--- src/rtl/uart_cal_pkg.sv ---
// rtl/uart_cal_pkg.sv - shared types and ASCII constants for the UART calculator
// Sequencer state encoding, character codes and the default result width.
package uart_cal_pkg;

  typedef enum logic [2:0] {
    ST_IDLE,
    ST_ECHO,
    ST_EQ,
    ST_DIGIT,
    ST_CR,
    ST_LF,
    ST_WAIT
  } seq_state_t;

  localparam logic [7:0] ASC_EQ = 8'h3D;
  localparam logic [7:0] ASC_CR = 8'h0D;
  localparam logic [7:0] ASC_LF = 8'h0A;
  localparam logic [7:0] ASC_0  = 8'h30;
  localparam logic [7:0] ASC_A  = 8'h41;

  localparam int unsigned NUM_DIGITS_DEF = 8;
  localparam int unsigned CNT_W          = 3;

endpackage

--- src/rtl/hex2ascii.sv ---
// rtl/hex2ascii.sv - nibble to uppercase ASCII hex character
// Purely combinational; shared with the receive-side decoder checks.
module hex2ascii
  import uart_cal_pkg::*;
(
  input  logic [3:0] i_nib,
  output logic [7:0] o_ascii
);

  always_comb begin
    if (i_nib < 4'd10) begin
      o_ascii = ASC_0 + {4'h0, i_nib};
    end else begin
      o_ascii = ASC_A + {4'h0, i_nib} - 8'd10;
    end
  end

endmodule

--- src/rtl/uart_tx_sequencer.sv ---
// rtl/uart_tx_sequencer.sv - shares one UART transmitter between echo bytes and result strings
// Optional CR/LF suffix after the hex digits: UART_TX_CRLF_EN.
module uart_tx_sequencer
  import uart_cal_pkg::*;
#(
  parameter int unsigned NUM_DIGITS = NUM_DIGITS_DEF
) (
  input  logic        clk,
  input  logic        n_rst,
  input  logic        i_alu_done,
  input  logic [31:0] i_calc_res,
  input  logic        i_echo_valid,
  input  logic [7:0]  i_echo_data,
  output logic        o_echo_ready,
  input  logic        i_tx_busy,
  output logic        o_tx_start,
  output logic [7:0]  o_tx_data,
  output logic        o_seq_busy
);

  localparam logic [CNT_W-1:0] CNT_LOAD = CNT_W'(NUM_DIGITS - 1);

  seq_state_t       r_state, w_state_nxt;
  seq_state_t       r_ret, w_ret_nxt;
  logic [CNT_W-1:0] r_cnt, w_cnt_nxt;
  logic [31:0]      r_res, w_res_nxt;
  logic [7:0]       r_echo, w_echo_nxt;
  logic             r_pend_v, w_pend_v_nxt;
  logic [31:0]      r_pend_q, w_pend_q_nxt;
  logic             r_tx_start, w_tx_start_nxt;
  logic [7:0]       r_tx_data, w_tx_data_nxt;

  logic [3:0]       w_nib;
  logic [7:0]       w_digit_ascii;
  logic [7:0]       w_send_byte;
  logic             w_can_leave;

  assign w_nib = r_res[{r_cnt, 2'b00} +: 4];

  hex2ascii u_hex2ascii (
    .i_nib   (w_nib),
    .o_ascii (w_digit_ascii)
  );

  // The start pulse is still high in the first WAIT cycle while busy has not risen yet.
  assign w_can_leave = !i_tx_busy && !r_tx_start;

  always_comb begin
    w_send_byte = r_echo;
    case (r_state)
      ST_EQ:    w_send_byte = ASC_EQ;
      ST_DIGIT: w_send_byte = w_digit_ascii;
      ST_CR:    w_send_byte = ASC_CR;
      ST_LF:    w_send_byte = ASC_LF;
      default:  w_send_byte = r_echo;
    endcase
  end

  always_comb begin
    w_state_nxt    = r_state;
    w_ret_nxt      = r_ret;
    w_cnt_nxt      = r_cnt;
    w_res_nxt      = r_res;
    w_echo_nxt     = r_echo;
    w_pend_v_nxt   = r_pend_v;
    w_pend_q_nxt   = r_pend_q;
    w_tx_start_nxt = 1'b0;
    w_tx_data_nxt  = r_tx_data;

    if (i_alu_done && (r_state != ST_IDLE)) begin
      w_pend_v_nxt = 1'b1;
      w_pend_q_nxt = i_calc_res;
    end

    case (r_state)
      ST_IDLE: begin
        if (i_alu_done) begin
          // A fresh result supersedes anything still pending.
          w_res_nxt    = i_calc_res;
          w_cnt_nxt    = CNT_LOAD;
          w_pend_v_nxt = 1'b0;
          w_state_nxt  = ST_EQ;
        end else if (r_pend_v) begin
          w_res_nxt    = r_pend_q;
          w_cnt_nxt    = CNT_LOAD;
          w_pend_v_nxt = 1'b0;
          w_state_nxt  = ST_EQ;
        end else if (i_echo_valid) begin
          w_echo_nxt  = i_echo_data;
          w_state_nxt = ST_ECHO;
        end
      end

      ST_ECHO, ST_EQ, ST_DIGIT: begin
        if (!i_tx_busy) begin
          w_tx_start_nxt = 1'b1;
          w_tx_data_nxt  = w_send_byte;
          w_ret_nxt      = r_state;
          w_state_nxt    = ST_WAIT;
        end
      end

`ifdef UART_TX_CRLF_EN
      ST_CR, ST_LF: begin
        if (!i_tx_busy) begin
          w_tx_start_nxt = 1'b1;
          w_tx_data_nxt  = w_send_byte;
          w_ret_nxt      = r_state;
          w_state_nxt    = ST_WAIT;
        end
      end
`endif

      ST_WAIT: begin
        if (w_can_leave) begin
          case (r_ret)
            ST_EQ: w_state_nxt = ST_DIGIT;
            ST_DIGIT: begin
              if (r_cnt == '0) begin
`ifdef UART_TX_CRLF_EN
                w_state_nxt = ST_CR;
`else
                w_state_nxt = ST_IDLE;
`endif
              end else begin
                w_cnt_nxt   = r_cnt - CNT_W'(1);
                w_state_nxt = ST_DIGIT;
              end
            end
`ifdef UART_TX_CRLF_EN
            ST_CR:   w_state_nxt = ST_LF;
`endif
            default: w_state_nxt = ST_IDLE;
          endcase
        end
      end

      default: w_state_nxt = ST_IDLE;
    endcase
  end

  always_ff @(posedge clk or negedge n_rst) begin
    if (!n_rst) begin
      r_state    <= ST_IDLE;
      r_ret      <= ST_IDLE;
      r_cnt      <= '0;
      r_res      <= '0;
      r_echo     <= '0;
      r_pend_v   <= 1'b0;
      r_pend_q   <= '0;
      r_tx_start <= 1'b0;
      r_tx_data  <= 8'h00;
    end else begin
      r_state    <= w_state_nxt;
      r_ret      <= w_ret_nxt;
      r_cnt      <= w_cnt_nxt;
      r_res      <= w_res_nxt;
      r_echo     <= w_echo_nxt;
      r_pend_v   <= w_pend_v_nxt;
      r_pend_q   <= w_pend_q_nxt;
      r_tx_start <= w_tx_start_nxt;
      r_tx_data  <= w_tx_data_nxt;
    end
  end

  assign o_echo_ready = (r_state == ST_IDLE) && !i_alu_done && !r_pend_v;
  assign o_tx_start   = r_tx_start;
  assign o_tx_data    = r_tx_data;
  assign o_seq_busy   = (r_state != ST_IDLE);

endmodule

--- config.mk ---
export PLATFORM = sky130hd
export DESIGN_NAME = uart_tx_sequencer
export DESIGN_NICKNAME = d
export VERILOG_FILES = /design/src/rtl/uart_cal_pkg.sv /design/src/rtl/hex2ascii.sv /design/src/rtl/uart_tx_sequencer.sv
export SDC_FILE = /design/constraint.sdc
export NUM_CORES = 1
export LEC_CHECK = 0
export ABC_CLOCK_PERIOD_IN_PS = 3200
export CAP_MARGIN = 15
export CORE_ASPECT_RATIO = 2
export CORE_UTILIZATION = 57
export CTS_BUF_LIST = sky130_fd_sc_hd__clkbuf_4 sky130_fd_sc_hd__clkbuf_8
export DETAILED_ROUTE_END_ITERATION = 8
export PLACE_DENSITY = 0.8
export RECOVER_POWER = 25
export SLEW_MARGIN = 15
export SYNTH_ARGS = -nofsm -noshare
export SYNTH_HDL_FRONTEND = slang
export SYNTH_HIERARCHICAL = 1
export SYNTH_SLANG_ARGS = --single-unit
--- constraint.sdc ---
create_clock -name clk -period 3.2 [get_ports clk]
set_input_delay 0.48 -clock clk [delete_from_list [all_inputs] [get_ports clk]]
set_output_delay 0.48 -clock clk [all_outputs]
set_load 0.1 [all_outputs]
=== Word level (Yosys, flattened, before mapping) ===
Index checks and enable logic that the tools add are counted.

* Register bits: 91
* Output and inout bits: 11

* Equal/unequal tests: 14
* Reductions and logical operators: 19
* Bitwise logic cells: 3
* Shift operators: 1
* Muxes and demuxes: 24
* Add/subtract/negate cells: 4
* $lt $le $gt $ge: 1

{| class="wikitable"
|+ Operators by type and width
! cell !! number
|-
| $mux 32 || 2
|-
| $pmux 8 s4 || 1
|-
| $shiftx 32x6->4 || 1
|-
| $mux 3 || 10
|-
| $eq 3x2->1 const B || 4
|-
| $eq 3x3->1 const B || 3
|-
| $pmux 3 s3 || 1
|-
| $add 7x4->8 const A || 1
|-
| $mux 8 || 1
|-
| $ne 2x2->1 const B || 4
|-
| $sub 8x4->8 const B || 1
|-
| $add 6x4->7 const A || 1
|-
| $logic_not 3->1 || 2
|-
| $mux 1 || 6
|-
| $pmux 3 s2 || 1
|-
| $reduce_and 5->1 || 1
|-
| $logic_and 1x1->1 || 4
|-
| $logic_not 1->1 || 4
|-
| $lt 4x4->1 const B || 1
|-
| $ne 4x4->1 const B || 1
|-
| $pmux 2 s2 || 1
|-
| $reduce_and 2->1 || 2
|-
| $reduce_and 4->1 || 1
|-
| $reduce_bool 2->1 || 2
|-
| 8 further kinds || 10
|}

=== Longest topological paths before layout ===
* Depth in word-level cells: 6
* Depth in mapped cells: 9
* Depth with buffers taken out: 8

=== Modules after synthesis ===
The synthesis kept the hierarchy.

{| class="wikitable"
|+ By module, submodules not included
! module !! cells each !! area each (sq um) !! times used !! sequential area each (sq um)
|-
| uart_tx_sequencer || 339 || 4,210.3 || 1 || 2,277.2
|-
| hex2ascii || 16 || 105.1 || 1 || 0.0
|}

=== Worst setup path before layout ===
OpenSTA, ideal clock, no wires.

* Path kind: reg-to-reg
* Start point: register r_state[1]
* End point: register r_echo[0]
* Data arrival time: 2.469 ns
* Cell stages (with the launch flop): 7
* Slack: 0.606 ns
* Setup time: 0.125 ns
* Period minus slack after synthesis: 2.594 ns
* Buffers on the path: 1
* Cell sequence: dfrtp_1 buf_6 nor3_4 inv_2 nor3_4 nand2_2 mux2_2

* Word-level cells in the longest chain between the ends: 2

{| class="wikitable"
|+ Ends and longest elaborated chain
! element !! line !! source
|-
| from (decl) || uart_tx_sequencer.sv:23 || <nowiki>seq_state_t r_state, w_state_nxt;</nowiki>
|-
| from (signal assigned) || uart_tx_sequencer.sv:154 || <nowiki>r_state <= w_state_nxt;</nowiki>
|-
| $logic_not 3->1 || uart_tx_sequencer.sv:75 || <nowiki>case (r_state)</nowiki>
|-
| $reduce_and 4->1 (no source line) || -- ||
|-
| to (signal assigned) || uart_tx_sequencer.sv:158 || <nowiki>r_echo <= w_echo_nxt;</nowiki>
|-
| to (decl) || uart_tx_sequencer.sv:27 || <nowiki>logic [7:0] r_echo, w_echo_nxt;</nowiki>
|}

Every way passes these cells.
A chain may end at the register's enable or synchronous reset.

=== Worst setup path in the final report ===
* Start point: register r_cnt[0]
* End point: register r_tx_data[6], in the netlist o_tx_data[6]

* Word-level cells in the longest chain between the ends: 5

{| class="wikitable"
|+ Ends and longest elaborated chain
! element !! line !! source
|-
| from (decl) || uart_tx_sequencer.sv:25 || <nowiki>logic [CNT_W-1:0] r_cnt, w_cnt_nxt;</nowiki>
|-
| from (signal assigned) || uart_tx_sequencer.sv:156 || <nowiki>r_cnt <= w_cnt_nxt;</nowiki>
|-
| $shiftx 32x6->4 (*) || uart_tx_sequencer.sv:38 || <nowiki>assign w_nib = r_res[{r_cnt, 2'b00} +: 4];</nowiki>
|-
| net w_nib[1] || uart_tx_sequencer.sv:33 || <nowiki>logic [3:0] w_nib;</nowiki>
|-
| $add 7x4->8 || hex2ascii.sv:14 || <nowiki>o_ascii = ASC_A + {4'h0, i_nib} - 8'd10;</nowiki>
|-
| $sub 8x4->8 || hex2ascii.sv:14 ||
|-
| $mux 8 (*) || hex2ascii.sv:11 || <nowiki>if (i_nib < 4'd10) begin</nowiki>
|-
| net w_digit_ascii[6] || uart_tx_sequencer.sv:34 || <nowiki>logic [7:0] w_digit_ascii;</nowiki>
|-
| $pmux 8 s4 (*) || uart_tx_sequencer.sv:50 || <nowiki>case (r_state)</nowiki>
|-
| to (signal assigned) || uart_tx_sequencer.sv:162 || <nowiki>r_tx_data <= w_tx_data_nxt;</nowiki>
|-
| to (decl) || uart_tx_sequencer.sv:31 || <nowiki>logic [7:0] r_tx_data, w_tx_data_nxt;</nowiki>
|}

The timed path passes the listed nets; every way through them passes the cells marked *.

==> impl_results.md <==
- Failing checks: capacitance limit, slew limit
- Synth Instances: 355
- Core Area: 0.00727 mm2
- Register bit total from synthesis: 91
- Gr usage total: 22.2%
- Clk_skew: between 7 and 8 ps
- Worst-path clk slew: 80 ps
- Worst Setup Path Type: flip-flop to flip-flop
- CP max stage cell: dfrtp_1
- Post-Layout Inst Area: about 0.0050 mm2
- Reg2reg start: r_cnt[0]
- Synth Flop Type: dfrtp_1
- Number of port buffers: 55
- Post-synthesis sequential area ratio: between 50% and 60%
- Initial core utilization: between 50% and 60%
- HP Start: o_tx_data[3]
- Crit start category: flip-flop
- Tmin final: about 2500 ps
- Mapped Area: 0.00432 mm2
- Final slew viol count: 92
- Post-CTS Hold Fix Bufs: 0
- Gpl congestion: 0.764
- Fraction of registers with async set/reset: 100%
- P per Cell Area: 1000 mW/mm2
- Starting DRT DRC Count: between 150 and 200
- Commonest non-fill, non-tap cells in the layout: dfrtp_1, clkdlybuf4s50_1, nor2_1
- Routed WL: 7.90 mm
- Die Width: 63.5 um
- Fmax: 396 MHz
- Setup TNS: 0 ps
- Largest fanout on the critical path: 11
- Largest net degree at the start of global routing: 92
- Commonest non-fill, non-tap cell in the layout: dfrtp_1
- I/O pin count: between 50 and 60
- WP buf/inv: 1
- Data arrival, critical path: 2770 ps
- RSZ-0062 raised after global routing: false
- Diode count: 0
- P_leak: 0.00217 uW
- Hold Crit Class: flip-flop to flip-flop
- Number of synthesized flops with an enable pin: 0
- Critical path's top delay family: multiplexers
- WP data required: 3450 ps
- Ratio of final minimum period to clock period: 78.9%
- CTS root buf: clkbuf_8
- CTS tree: done
- Slowest stage delay, CP: about 670 ps
- Residual DRC count: 0
- Utilization after layout: 68.6%
- Die height: 125 um
- Post-Syn Area per Cell: 12.2 um2
- Row Count: 44
- Post-CTS setup buffer count: 0
- Register area: 0.00228 mm2
- Global-route wire length before repair: 13.3 mm
- R2R Path End: o_tx_data[6]
- Synthesis Warnings: 6
- DP HPWL: roughly 5.7 mm
- WL per Instance: 15.9 um
- DRT Pass-1 Iters: 7
- Multi-input logic area: 0.00185 mm2
- Cell Chain, Critical Path: mux4_2 > mux2_2 > inv_1 > ha_1 > nor2b_1 > o21a_1 > a221oi_1 > nor2_1
- Vias in the first global route: 2860
- Fillcell total: 587
- Final setup viols: 0
- Clock latency at the later pin of the worst-skew pair: 360 ps
- H-tree depth: 3
- GRT overflow: 0
- CP endpoint: o_tx_data[6]
- Syn nets: approximately 400
- Die area: 0.00794 mm2
- Area Overhead vs Synth: 15.5%
- Post-route ant nets: 0
- Max-slew headroom: -44.2%
- Measured slew at the worst slew-check pin: 2160 ps
- CTS Buf Count: 9
- Area after DPL: 0.00484 mm2
- Initial antenna violation count: 0
- Status: finished, violations left
- Setup crit end kind: flip-flop
- Vias: 2780
- Resize count post-CTS: 0
- Clk sink count: about 90
- Layout cells sized above 1: 21.7%
- WHS: between 400 and 500 ps
- Crit. path cell count: 8
- Final Hold Viols: 0
- Vias per inst: approximately 5.6
- R2R Setup Slk: 670 ps
- Distinct cells, synth: between 40 and 50
- Cells on worst reg2reg path: 8
- CTS max path bufs: 2
- Max-cap violations: 1
- CP startpoint: r_cnt[0]
- Nets: 450
- VDD IR-drop max: around 0.5 mV
metal layers:
layer | global-route usage (%) | routed length (um) | share of wire [%] | up-vias
met5 | 0 | 0 | 0 | -
met4 | 11.2 | 218 | 2.8 | 0
met3 | 5.02 | 267 | 3.4 | 15
met2 | 38.4 | 4340 | 55 | 63
met1 | 25.0 | 3070 | 39 | 1359
li1 | - | - | - | 1343
area by class of cell:
class | count | share of cell area (%)
inverter | 11 | 0.828
tap | 92 | 2.31
clock inverter | 4 | 0.402
clock buffer | 10 | 2.63
timing repair buffer | 58 | 11.0
sequential | 91 | 45.7
multi-input combinational | 231 | 37.1
worst min path at each step:
| stage | end | slack (ps) | depth (start not counted) |
|---|---|---|---|
| after floorplan | o_tx_data[0] | 180 | 0 |
| after global placement | r_ret[1] | 450 | 2 |
| after detailed placement | o_tx_data[3] | 470 | 1 |
| after CTS | r_pend_v | 360 | 1 |
| after global routing | r_pend_q[12] | 520 | 1 |
| final | o_tx_data[3] | 490 | 1 |
power by group:
group          switching [uW]  total (uW)  internal (uW)
Sequential                373        2070           1690
Combinational            1270        2270           1000
Clock                     369         645            277
logic make-up (layout without fill, tap and decap cells):
kind of cell | count (synthesis) | after routing | synth area share (%)
AOI/OAI and AO/OA | 59 | 59 | 8.23
xor gates and xnor gates | 2 | 2 | 0.406
adders and majority gates | 3 | 3 | 0.870
buffers and inverters | 33 | 83 | 4.52
DFF | 91 | 91 | 52.8
muxes | 91 | 91 | 24.8
other | 1 | 1 | 0.0869
and+or+nand+nor | 75 | 75 | 8.35
sequential cells by signal, summed over array words and instances (netlist names):
| register | flops |
|---|---|
| o_tx_start | 1 |
| r_cnt | 3 |
| r_pend_v | 1 |
| r_res | 32 |
| r_echo | 8 |
| r_ret | 3 |
| r_pend_q | 32 |
| r_state | 3 |
| o_tx_data | 8 |
per-stage QoR:
stage               setup WS, ps  instances  power (uW)
floorplan                    606        355        3890
global placement             754        483        4280
detailed placement           673        483        4380
CTS                          654        497        5040
global route                 526        497        5320
finish                       674        497        4980
worst register-to-register path, stage by stage, from the launching register on:
cell and delay (ps):
dfrtp_1 670, mux4_2 570, mux2_2 330, inv_1 70
ha_1 170, nor2b_1 70, o21a_1 170, a221oi_1 290
nor2_1 80
cell usage after synthesis, types with 4 or more instances:
cell type / number / area share [%]
nor2_1: 46 / 4.0
inv_1: 9 / 0.78
buf_2: 6 / 0.70
buf_6: 4 / 1.0
mux4_2: 8 / 4.2
mux2i_1: 37 / 8.6
buf_4: 6 / 1.0
o21ai_0: 4 / 0.46
a21oi_1: 39 / 4.5
nand2_1: 10 / 0.87
mux2_2: 44 / 11
dfrtp_1: 91 / 53
No activity file was read; power rests on OpenSTA's default activity.
